`config.mk`:
```
export PLATFORM = sky130hd
export DESIGN_NAME = rcv_fifo_ptr_ctrl
export DESIGN_NICKNAME = d
export VERILOG_FILES = /design/src/rtl/rcv_fifo_pkg.sv /design/src/rtl/rcv_wrap_counter.sv /design/src/rtl/rcv_fifo_ptr_ctrl.sv
export SDC_FILE = /design/constraint.sdc
export NUM_CORES = 1
export LEC_CHECK = 0
export ABC_CLOCK_PERIOD_IN_PS = 3800
export BUFFER_PORTS_ARGS = -buffer_cell sky130_fd_sc_hd__buf_2
export CAP_MARGIN = 20
export CORE_UTILIZATION = 54
export DETAILED_ROUTE_END_ITERATION = 12
export PLACE_DENSITY = 0.92
export SLEW_MARGIN = 15
export SYNTH_ARGS = -nofsm -noshare
export SYNTH_HDL_FRONTEND = slang
export SYNTH_SLANG_ARGS = --single-unit
```
`constraint.sdc`:
```
create_clock -name clk -period 3.8 [get_ports clk]
set_input_delay 0.38 -clock clk [delete_from_list [all_inputs] [get_ports clk]]
set_output_delay 0.38 -clock clk [all_outputs]
set_load 0.02 [all_outputs]
```
`src/rtl/rcv_fifo_pkg.sv`:
```
// Shared sizing for the receive FIFO: default geometry and width helpers
// used by the pointer controller, the FIFO RAM and the entry readers.
package rcv_fifo_pkg;

    localparam int RCV_FIFO_DEPTH = 8;
    localparam int RCV_FIFO_SIDES = 4;

    // Entry index width; DEPTH is a power of two and at least 2.
    function automatic int idx_w(input int depth);
        return $clog2(depth);
    endfunction

    // Side index width; a single-sided entry still needs one bit.
    function automatic int side_w(input int sides);
        return (sides > 1) ? $clog2(sides) : 1;
    endfunction

    // Occupancy width must hold the value DEPTH itself.
    function automatic int cnt_w(input int depth);
        return $clog2(depth + 1);
    endfunction

    // Width of a counter running 0..max.
    function automatic int ctr_w(input int max);
        return (max > 0) ? $clog2(max + 1) : 1;
    endfunction

endpackage

```
`src/rtl/rcv_wrap_counter.sv`:
```
// Modulo-(MAX+1) up-counter. carry flags the step that wraps back to zero
// in the current cycle (used to chain counters without a bubble); wrap is
// the registered copy of carry, high for one cycle after the wrap.
module rcv_wrap_counter
    import rcv_fifo_pkg::*;
#(
    parameter int MAX = 3,
    localparam int W = ctr_w(MAX)
) (
    input  logic         clk,
    input  logic         rst,
    input  logic         clr,
    input  logic         en,
    output logic [W-1:0] value,
    output logic         carry,
    output logic         wrap
);

    localparam logic [W-1:0] LAST = W'(MAX);

    assign carry = en & (value == LAST);

    // Advance on enable, fold back to zero after LAST, register the wrap.
    always_ff @(posedge clk) begin
        if (rst || clr) begin
            value <= '0;
            wrap  <= 1'b0;
        end else begin
            wrap <= carry;
            if (en) begin
                value <= carry ? '0 : value + 1'b1;
            end
        end
    end

endmodule

```
`src/rtl/rcv_fifo_ptr_ctrl.sv`:
```
// Receive FIFO pointer controller. Sub-words fill the tail entry one side
// at a time; whole entries are popped from the head. Occupancy counts only
// complete entries, so a partially filled tail is never readable.
module rcv_fifo_ptr_ctrl
    import rcv_fifo_pkg::*;
#(
    parameter int DEPTH = RCV_FIFO_DEPTH,
    parameter int SIDES = RCV_FIFO_SIDES,
    localparam int IDX_W  = idx_w(DEPTH),
    localparam int SIDE_W = side_w(SIDES),
    localparam int CNT_W  = cnt_w(DEPTH)
) (
    input  logic              clk,
    input  logic              rst,
    input  logic              sync_clr,
    input  logic              wr_en,
    input  logic              rd_en,
    output logic [IDX_W-1:0]  tail_idx,
    output logic [SIDE_W-1:0] tail_side,
    output logic [IDX_W-1:0]  head_idx,
    output logic [CNT_W-1:0]  count,
    output logic              full,
    output logic              empty,
    output logic              partial,
    output logic              entry_done,
    output logic              overflow,
    output logic              underflow
);

    localparam logic [CNT_W-1:0] CNT_MAX = CNT_W'(DEPTH);

    logic             flush;
    logic             wr_acc;
    logic             rd_acc;
    logic             entry_cmp;
    logic [CNT_W-1:0] count_nxt;
    logic             partial_nxt;
    logic             tail_carry_unused;
    logic             tail_wrap_unused;
    logic             head_carry_unused;
    logic             head_wrap_unused;

    assign flush  = rst | sync_clr;
    // full/empty are the registered pre-update state of this cycle, so a
    // pop while full still rejects a concurrent write.
    assign wr_acc = wr_en & ~full;
    assign rd_acc = rd_en & ~empty;

    // Side counter: its same-cycle carry is the entry-complete event and
    // steps the tail entry; its registered wrap is the entry_done pulse.
    rcv_wrap_counter #(.MAX(SIDES - 1)) u_side_ctr (
        .clk   (clk),
        .rst   (rst),
        .clr   (sync_clr),
        .en    (wr_acc),
        .value (tail_side),
        .carry (entry_cmp),
        .wrap  (entry_done)
    );

    rcv_wrap_counter #(.MAX(DEPTH - 1)) u_tail_ctr (
        .clk   (clk),
        .rst   (rst),
        .clr   (sync_clr),
        .en    (entry_cmp),
        .value (tail_idx),
        .carry (tail_carry_unused),
        .wrap  (tail_wrap_unused)
    );

    rcv_wrap_counter #(.MAX(DEPTH - 1)) u_head_ctr (
        .clk   (clk),
        .rst   (rst),
        .clr   (sync_clr),
        .en    (rd_acc),
        .value (head_idx),
        .carry (head_carry_unused),
        .wrap  (head_wrap_unused)
    );

    // Next occupancy: a completion and a pop in the same cycle cancel out.
    always_comb begin
        count_nxt = count;
        if (entry_cmp && !rd_acc) begin
            count_nxt = count + 1'b1;
        end else if (rd_acc && !entry_cmp) begin
            count_nxt = count - 1'b1;
        end
        partial_nxt = (partial | wr_acc) & ~entry_cmp;
    end

    // Register occupancy, its flags and the sticky error bits together.
    always_ff @(posedge clk) begin
        if (flush) begin
            count     <= '0;
            full      <= 1'b0;
            empty     <= 1'b1;
            partial   <= 1'b0;
            overflow  <= 1'b0;
            underflow <= 1'b0;
        end else begin
            count     <= count_nxt;
            full      <= (count_nxt == CNT_MAX);
            empty     <= (count_nxt == '0);
            partial   <= partial_nxt;
            overflow  <= overflow  | (wr_en & full);
            underflow <= underflow | (rd_en & empty);
        end
    end

endmodule

```
### After elaboration in Yosys (flattened, before gate mapping)

Index checks and enable logic that the tools add are counted.

* register bits: 18
* latch bits: 0
* bits in writable memories: 0
* ROM bits: 0
* input bits: 5
* output and inout bits: 18
* word-level logic and storage cells: 45
* memories kept: 0

* $add $sub $neg: 5
* multiply operators: 0
* divide/modulo/power cells: 0
* $lt $le $gt $ge: 0
* equality and inequality tests: 4
* shifts and indexed selects: 0
* muxes and demuxes: 5
* bitwise operators: 15
* reductions and logical operators: 6

Operators by type and width (number)
* 1-bit AND: 8
* 4-bit two-way mux: 2
* 3-bit by 1-bit adder with 3-bit output (second input constant): 2
* 3-bit == test (second input constant): 2
* 3-bit two-way mux: 2
* 4-bit by 1-bit adder with 4-bit output (second input constant): 1
* 4-bit == test (second input constant): 1
* 4-bit logical NOT: 1
* 1-bit bitwise OR: 4
* 4-bit by 1-bit subtractor with 4-bit output (second input constant): 1
* 1-bit inverter: 3
* 2-bit by 1-bit adder with 2-bit output (second input constant): 1
* 2-bit == test (second input constant): 1
* 1-bit logical AND: 2
* 1-bit logical NOT: 2
* 2-bit two-way mux: 1
* 1-bit logical OR: 1

### Longest topological paths before layout

Gate-level depths: netlist (run 1).

* depth in word-level cells: 8
* gate-level depth with buffers: 6
* gate-level depth less buffers: 6

### By module

A second synthesis (run 1) with hierarchy kept.

* cell total of the unflattened synthesis: 97
* area total of the unflattened synthesis: 974.7 µm²

Modules (own cells, without submodules)
* rcv_fifo_ptr_ctrl: times used 1, cells an instance 54, area each 480.5 µm², sequential area each 180.2 µm²
* rcv_wrap_counter at u_head_ctr ...: times used 2, cells an instance 16, area each 182.7 µm², sequential area each 80.1 µm²
* rcv_wrap_counter at u_side_ctr: times used 1, cells an instance 11, area each 128.9 µm², sequential area each 60.1 µm²

### Worst setup path after synthesis (run 1)

OpenSTA, ideal clock, no wires.

* path type: reg-to-reg
* from: register u_side_ctr.value[0]
* to: register empty
* setup time: 0.087 ns
* data arrival time: 1.607 ns
* slack: 2.106 ns
* cell stages (with the launch flop): 7
* period minus slack after synthesis: 1.694 ns
* path through: dfxtp_1 > ha_1 > nand3b_2 > nor2_4 > a22oi_4 > xnor2_2 > o31ai_1

* cells in the longest elaborated chain, start to end: 7
* elaborated cells on any way between the ends: 8

RTL lines
* from (decl): RTL line rcv_wrap_counter.sv:14 `output logic [W-1:0] value,`
* from (signal assigned): RTL line rcv_wrap_counter.sv:31 `value <= carry ? '0 : value + 1'b1;`
* 2-bit == test *: RTL line rcv_wrap_counter.sv:21 `assign carry = en & (value == LAST);`
* 1-bit AND *: RTL line rcv_wrap_counter.sv:21
* 1-bit logical NOT: RTL line rcv_fifo_ptr_ctrl.sv:86 `end else if (rd_acc && !entry_cmp) begin`
* 1-bit logical AND: RTL line rcv_fifo_ptr_ctrl.sv:86
* 4-bit two-way mux: RTL line rcv_fifo_ptr_ctrl.sv:86
* 4-bit two-way mux *: RTL line rcv_fifo_ptr_ctrl.sv:84 `if (entry_cmp && !rd_acc) begin`
* 4-bit logical NOT *: RTL line rcv_fifo_ptr_ctrl.sv:104 `empty <= (count_nxt == '0);`
* to (signal assigned): RTL line rcv_fifo_ptr_ctrl.sv:104
* to (decl): RTL line rcv_fifo_ptr_ctrl.sv:23 `output logic empty,`

Every way passes the cells marked *; elsewhere a longest branch is shown, timed or not.
A chain may end at the register's enable or synchronous reset.

### Worst setup path after layout (run 1)

Same ends and word-level chain as after synthesis.

==> run_results.csv, run 1 <==
group,metric,value,unit
power,power_leakage,0.479,nW
clock_tree,clock-sinks,18,
sta,fin_setup_tns,0,ps
global_routing,antenna_found_initial,0,
global_routing,grt_pass1_wl,2730,µm
floorplanning,io-pin-count,23,
drt,wl,1600,µm
synthesis,synth-main-ff-cell,"dfxtp_1",
drt,drtIter0Drc,7,
floorplanning,core_area,1510,µm²
synthesis,synthArstFlopShare,0,
critical_path,cp_data_arrival_time,1950,ps
synthesis,yosysSeqAreaShare,0.413,
power,p_comb_frac,0.050,
critical_path,critPathRequiredTime,4010,ps
synthesis,synthesis.nets,101,
finish,diodes,0,
worst_hold_path,hp-class,"in -> reg",
sta,fmax,576,MHz
drt,num_vias,699,
synthesis,synth_edf_count,0,
placement,dp_hpwl,1220,µm
sta,relSlewSlack,0.777,
clock_tree,cts_setup_buffers,0,
drt,postRouteAntennaNets,0,
power,seq_power_share,0.588,
clock_tree,htree_levels,1,
floorplanning,die_w,42.2,µm
finish,drive_above_1_share,0.339,
floorplanning,die-area,1780,µm²
global_routing,grt_usage,0.206,
power,switching_power,0.0708,mW
placement,port_buffers,22,
sta,worst_slack,2060,ps
critical_path,crit_fanout,10,
power,cellInternalPower,0.255,mW
critical_path,critPathLaunchType,"flop",
sta,rsz0062_at_grt,"no",
clock_tree,cts-buffers-inserted,3,
clock_tree,cts_resized,0,
drt,viasPerCell,5.46,
drt,wl_per_cell,12.5,µm
finish,postLayoutCoreUtil,0.680,
drt,post-route-drc-count,0,
sta,worstMarginPinSlew,335,ps
global_routing,grt-ovfl-total,0,
sta,finalCritPeriodShare,0.457,
clock_tree,clk_pin_slew,100,ps
run,max_cap_viol_count,0,
drt,firstDrtPassIters,4,
synthesis,netlist_instances,89,
floorplanning,rows,14,
clock_tree,clock_path_buffers,2,
sta,slew_violations,0,
finish,layout.nets,125,
sta,clock_skew,7.10,ps
global_routing,grt_max_degree,16,
floorplanning,die-height,42.2,µm
sta,fin_crit,1740,ps
critical_path,crit_type,"reg -> reg",
power,pwr-share-clk,0.362,
finish,syn_to_final_growth,17.3,%
sta,setup_violations,0,
clock_tree,cts_root_buf,"clkbuf_4",
finish,finalNonFillerCells,128,
synthesis,synth-seq-cells,18,
outcome,status,"completed",
clock_tree,cts_tree,"built",
synthesis,ys_types,31,
synthesis,yosysWarnings,0,
placement,pre_cts_ws,2100,ps
sta,hold_viol,0,
placement,dp.cells,124,
floorplanning,start_util,0.580,
power,powerDensity,318,nW/µm²
power,ir_worst_vdd,0.201,mV
clock_tree,clk_latency,300,ps
global_routing,first_global_vias,642,
synthesis,syn_area,873,µm²
placement,place_congestion,0.745,
critical_path,endpoint_kind,"flop",
power,switching_share,0.217,
clock_tree,ctsHoldBuffers,0,
synthesis,avgSynthCellArea,9.81,µm²
## kinds of logic after synthesis
logic type,after synthesis,synth area share
compound gates,18,0.143
mux,3,0.0344
xor+xnor,2,0.0373
flops,18,0.413
buf+inv,5,0.0258
fa+ha+maj,7,0.100
simple gates,36,0.246
## cell usage after synthesis, types with 2 or more instances
cell type / count / share of area
a211oi_1: 2 / 0.017
a21oi_1: 11 / 0.063
and2_1: 2 / 0.014
clkbuf_1: 2 / 0.0086
dfxtp_1: 18 / 0.41
ha_1: 7 / 0.10
inv_1: 2 / 0.0086
mux2i_1: 3 / 0.034
nor2_1: 14 / 0.060
nor3_1: 4 / 0.023
nor3b_1: 4 / 0.034
## power by group through the flow
stage	combinational, mW	sequential, mW	clock (mW)
2_1_floorplan	0.00821	0.198	0
3_3_place_gp	0.0159	0.196	0
3_5_place_dp	0.0164	0.196	0
4_1_cts	0.0165	0.192	0.119
5_1_grt	0.0180	0.192	0.130
6_report	0.0163	0.192	0.118
## cell type report
cell class	instances	area, µm²
clock buffers	4	36.3
fillers	143	482
inverters	2	7.51
multi-input cells	66	490
flip-flops and latches	18	360
well taps	16	20.0
repair buffers	22	110
## worst max-delay path, cell delays in order (launching register included)
cell	delay [ps]
dfxtp_1	390
ha_1	270
nand3b_2	240
nor2_4	230
a22oi_4	100
xnor2_2	160
o31ai_1	240
## final timing paths
check,startpoint,endpoint,slack (ps),cells after the start
max,u_side_ctr.value[0],empty,2060,6
max reg2reg,u_side_ctr.value[0],empty,2060,6
min reg2reg,underflow,underflow,470,2
min,rst,empty,310,3
## placed cells by master (no fill, tap or decap), types with 2 or more instances in the layout
cell type / synthesis / routed
ha_1: 7 / 7
a211oi_1: 2 / 2
nor3_1: 4 / 4
buf_2: 0 / 22
nor2_1: 14 / 14
nor3b_1: 4 / 4
mux2i_1: 3 / 3
clkbuf_4: 0 / 3
and2_1: 2 / 2
inv_1: 2 / 2
dfxtp_1: 18 / 18
a21oi_1: 11 / 11
## sequential cells by signal, indices dropped and copies added (netlist names), named ones only
name / count
empty: 1
u_side_ctr.value: 2
count: 4
underflow: 1
u_tail_ctr.value: 3
u_side_ctr.wrap: 1
overflow: 1
full: 1
u_head_ctr.value: 3
## layer usage
| layer | vias to the layer above | routed length [µm] | GRT usage |
|---|---|---|---|
| met5 | - | 0 | 0 |
| met4 | 0 | 40 | 0.113 |
| met3 | 5 | 55 | 0.0517 |
| met2 | 15 | 807 | 0.338 |
| met1 | 323 | 697 | 0.245 |
| li1 | 356 | - | - |
## metrics by stage
step                      power [mW]  cell area [µm²]  hold WS, ps
after global routing           0.340             1020          318
after CTS                      0.327             1020          313
final                          0.326             1020          307
after floorplan                0.207              873          490
after detailed placement       0.212              988          452
after global placement         0.212              988          448
Note: power is estimated with default switching activity, not from simulation.
==> inputs of run 2 (changes only) <==
--- a/config.mk
+++ b/config.mk
@@ -5,12 +5,13 @@
 export SDC_FILE = /design/constraint.sdc
 export NUM_CORES = 1
 export LEC_CHECK = 0
-export ABC_CLOCK_PERIOD_IN_PS = 3800
+export ABC_AREA = 1
+export ABC_CLOCK_PERIOD_IN_PS = 1470
 export BUFFER_PORTS_ARGS = -buffer_cell sky130_fd_sc_hd__buf_2
 export CAP_MARGIN = 20
-export CORE_UTILIZATION = 54
+export CORE_UTILIZATION = 46
 export DETAILED_ROUTE_END_ITERATION = 12
-export PLACE_DENSITY = 0.92
+export PLACE_DENSITY = 0.84
 export SLEW_MARGIN = 15
 export SYNTH_ARGS = -nofsm -noshare
 export SYNTH_HDL_FRONTEND = slang
==> constraint.sdc (replaced) <==
create_clock -name clk -period 1.47 [get_ports clk]
set_input_delay 0.147 -clock clk [delete_from_list [all_inputs] [get_ports clk]]
set_output_delay 0.147 -clock clk [all_outputs]
set_load 0.02 [all_outputs]
==> run_results.csv, run 2 <==
group,metric,value,unit
outcome,status,"completed",
floorplanning,start_util,0.514,
synthesis,yosysSeqAreaShare,0.385,
placement,placed_area,1090,µm²
critical_path,endpoint_kind,"flop",
critical_path,crit_fanout,5,
synthesis,ys_types,21,
clock_tree,clock_path_buffers,2,
power,power_leakage,0.627,nW
finish,largest_register_ffs,4,
sta,rsz0062_at_grt,"no",
drt,wl,1820,µm
sta,holdWs,179,ps
floorplanning,io-pin-count,23,
placement,dp_hpwl,1510,µm
critical_path,critPathRequiredTime,1690,ps
drt,num_vias,822,
sta,fmax,764,MHz
floorplanning,die-area,2220,µm²
synthesis,avgSynthCellArea,7.61,µm²
placement,port_buffers,22,
global_routing,antenna_found_initial,0,
sta,worstMarginPinSlew,234,ps
sta,finalCritPeriodShare,0.891,
clock_tree,ctsHoldBuffers,0,
clock_tree,clk_pin_slew,100,ps
global_routing,grt_max_degree,12,
power,ir_worst_vdd,0.663,mV
critical_path,path_cells,"inv_1 -> ha_1 -> inv_1 -> nand2_1 -> nand2_2 -> nand2_2 -> nor2_2 -> nand2_1 -> nor2_1",
global_routing,grt_usage,0.202,
critical_path,slowest_delay,380,ps
clock_tree,cts_setup_buffers,0,
synthesis,synth-seq-cells,18,
synthesis,synth_top_area_cell,"dfxtp_1",
synthesis,yosys-top-cells-count,"nand2_1, dfxtp_1, inv_1, nor2_1, nand3_1",
clock_tree,htree_levels,1,
finish,regArea,363,µm²
finish,drive_above_1_share,0.295,
finish,layout.nets,163,
drt,wl_per_cell,10.5,µm
sta,relSlewSlack,0.843,
clock_tree,clk_latency,280,ps
sta,clock_skew,8.50,ps
critical_path,slowest_stage,"dfxtp_2",
sta,setup_violations,0,
critical_path,path_delay_family,"simple AND/OR/NAND/NOR gates",
synthesis,syn_area,936,µm²
run,max_cap_viol_count,0,
global_routing,grt-ovfl-total,0,
placement,place_congestion,0.767,
sta,fin_crit,1310,ps
sta,hold_viol,0,
drt,postRouteAntennaNets,0,
synthesis,synth-main-ff-cell,"dfxtp_1",
global_routing,grt_pass1_wl,3150,µm
critical_path,critPathLaunchType,"flop",
floorplanning,core_area,1820,µm²
synthesis,synth_top_area_share,0.385,
synthesis,synth_area_leaders,"dfxtp_1, nand2_1, ha_1",
global_routing,first_global_vias,777,
clock_tree,cts-buffers-inserted,3,
finish,final_common_cell,"nand2_1",
synthesis,synth.most_common_cell,"nand2_1",
sta,fin_setup_tns,0,ps
worst_hold_path,hp-class,"in -> reg",
finish,top_register,"count",
synthesis,netlist_instances,123,
power,powerDensity,775,nW/µm²
synthesis,synthArstFlopShare,0,
drt,post-route-drc-count,0,
drt,drtIter0Drc,11,
finish,diodes,0,
synthesis,synth_edf_count,0,
critical_path,crit_buf_inv,2,
sta,slew_violations,0,
synthesis,synthesis.nets,135,
drt,viasPerCell,4.72,
finish,reg.largest.list,"count (4), u_head_ctr.value (3), u_tail_ctr.value (3)",
floorplanning,die-height,47.1,µm
finish,multi_input_area,508,µm²
clock_tree,cts_root_buf,"clkbuf_4",
finish,final_cell_mix,"nand2_1, buf_2, inv_1",
finish,syn_to_final_growth,20.2,%
clock_tree,clock-sinks,18,
critical_path,crit_type,"reg -> reg",
finish,design_area,1120,µm²
critical_path,cp_data_arrival_time,1530,ps
finish,fillerInstances,169,
drt,firstDrtPassIters,4,
clock_tree,cts_tree,"built",
floorplanning,rows,15,
floorplanning,die_w,47.1,µm
synthesis,yosysWarnings,0,
==> run 2: cell types whose count changed in the layout (fill, tap and decap cells not counted), sizes merged, moves of 3 or more <==
| cell | delta |
|---|---|
| nand2 | +28 |
| inv | +18 |
| nand3 | +12 |
| a21oi | -6 |
| o21ai | +6 |
| nor3 | -4 |
| nor3b | -4 |
| mux2i | -3 |
==> run 2: cells by family (layout without fill, tap and decap cells) <==
family | after synthesis | count (layout) | synth area share
XOR/XNOR | 1 | 1 | 0.00936
AO/OA/AOI/OAI | 14 | 14 | 0.0842
AND/OR/NAND/NOR | 62 | 62 | 0.342
flip-flops | 18 | 18 | 0.385
adder cells (fa/ha/maj) | 7 | 7 | 0.0936
buffers and inverters | 21 | 47 | 0.0856
==> run 2: timing repair <==
action / in CTS / in global routing
setup endpoints to repair: 0 / 2
gates resized for setup: 0 / 4
hold endpoints to repair: 0 / 0
==> run 2: layout make-up <==
type | count | share of cell area
inverter | 20 | 0.0667
timing repair buffer | 24 | 0.111
clock buffer | 3 | 0.0200
multi-input combinational | 84 | 0.452
sequential | 18 | 0.323
tap | 25 | 0.0278
==> run 2: path summary, 6_finish.rpt <==
kind	from	end	slack, ps	cells after the start
worst max-delay path	count[1]	full	160	9
worst max register to register	count[1]	full	160	9
worst min register to register	underflow	underflow	480	2
worst min-delay path	rst	count[1]	180	4
==> run 2: power breakdown <==
part           switching [mW]  internal, mW  leakage (nW)
sequential             0.0130         0.501         0.147
combinational          0.0804        0.0488         0.466
clock                   0.135        0.0950        0.0138
total                   0.228         0.644         0.627
==> run 2: per-stage QoR <==
step | power (mW) | worst slack (ps) | util | instances
global route | 0.917 | 17.8 | 0.618 | 174
detailed placement | 0.652 | 54.8 | 0.597 | 171
floorplan | 0.614 | 36.4 | - | 123
finish | 0.872 | 161 | 0.618 | 174
global placement | 0.646 | 155 | 0.597 | 171
CTS | 0.878 | 32.6 | 0.610 | 174
==> run 2: per-layer routing <==
metal,vias up,routed length [µm],GRT usage
li1,442,-,-
met1,359,868,0.260
met2,19,877,0.342
met3,2,61,0.0231
met4,0,12,0.0857
met5,-,0,0
==> run 2: worst register-to-register path, stage by stage (launching register included) <==
cell     delay [ps]
dfxtp_2         380
inv_1            70
ha_1            300
inv_1            60
nand2_1          60
nand2_2          80
nand2_2          50
nor2_2          110
nand2_1          60
nor2_1           70
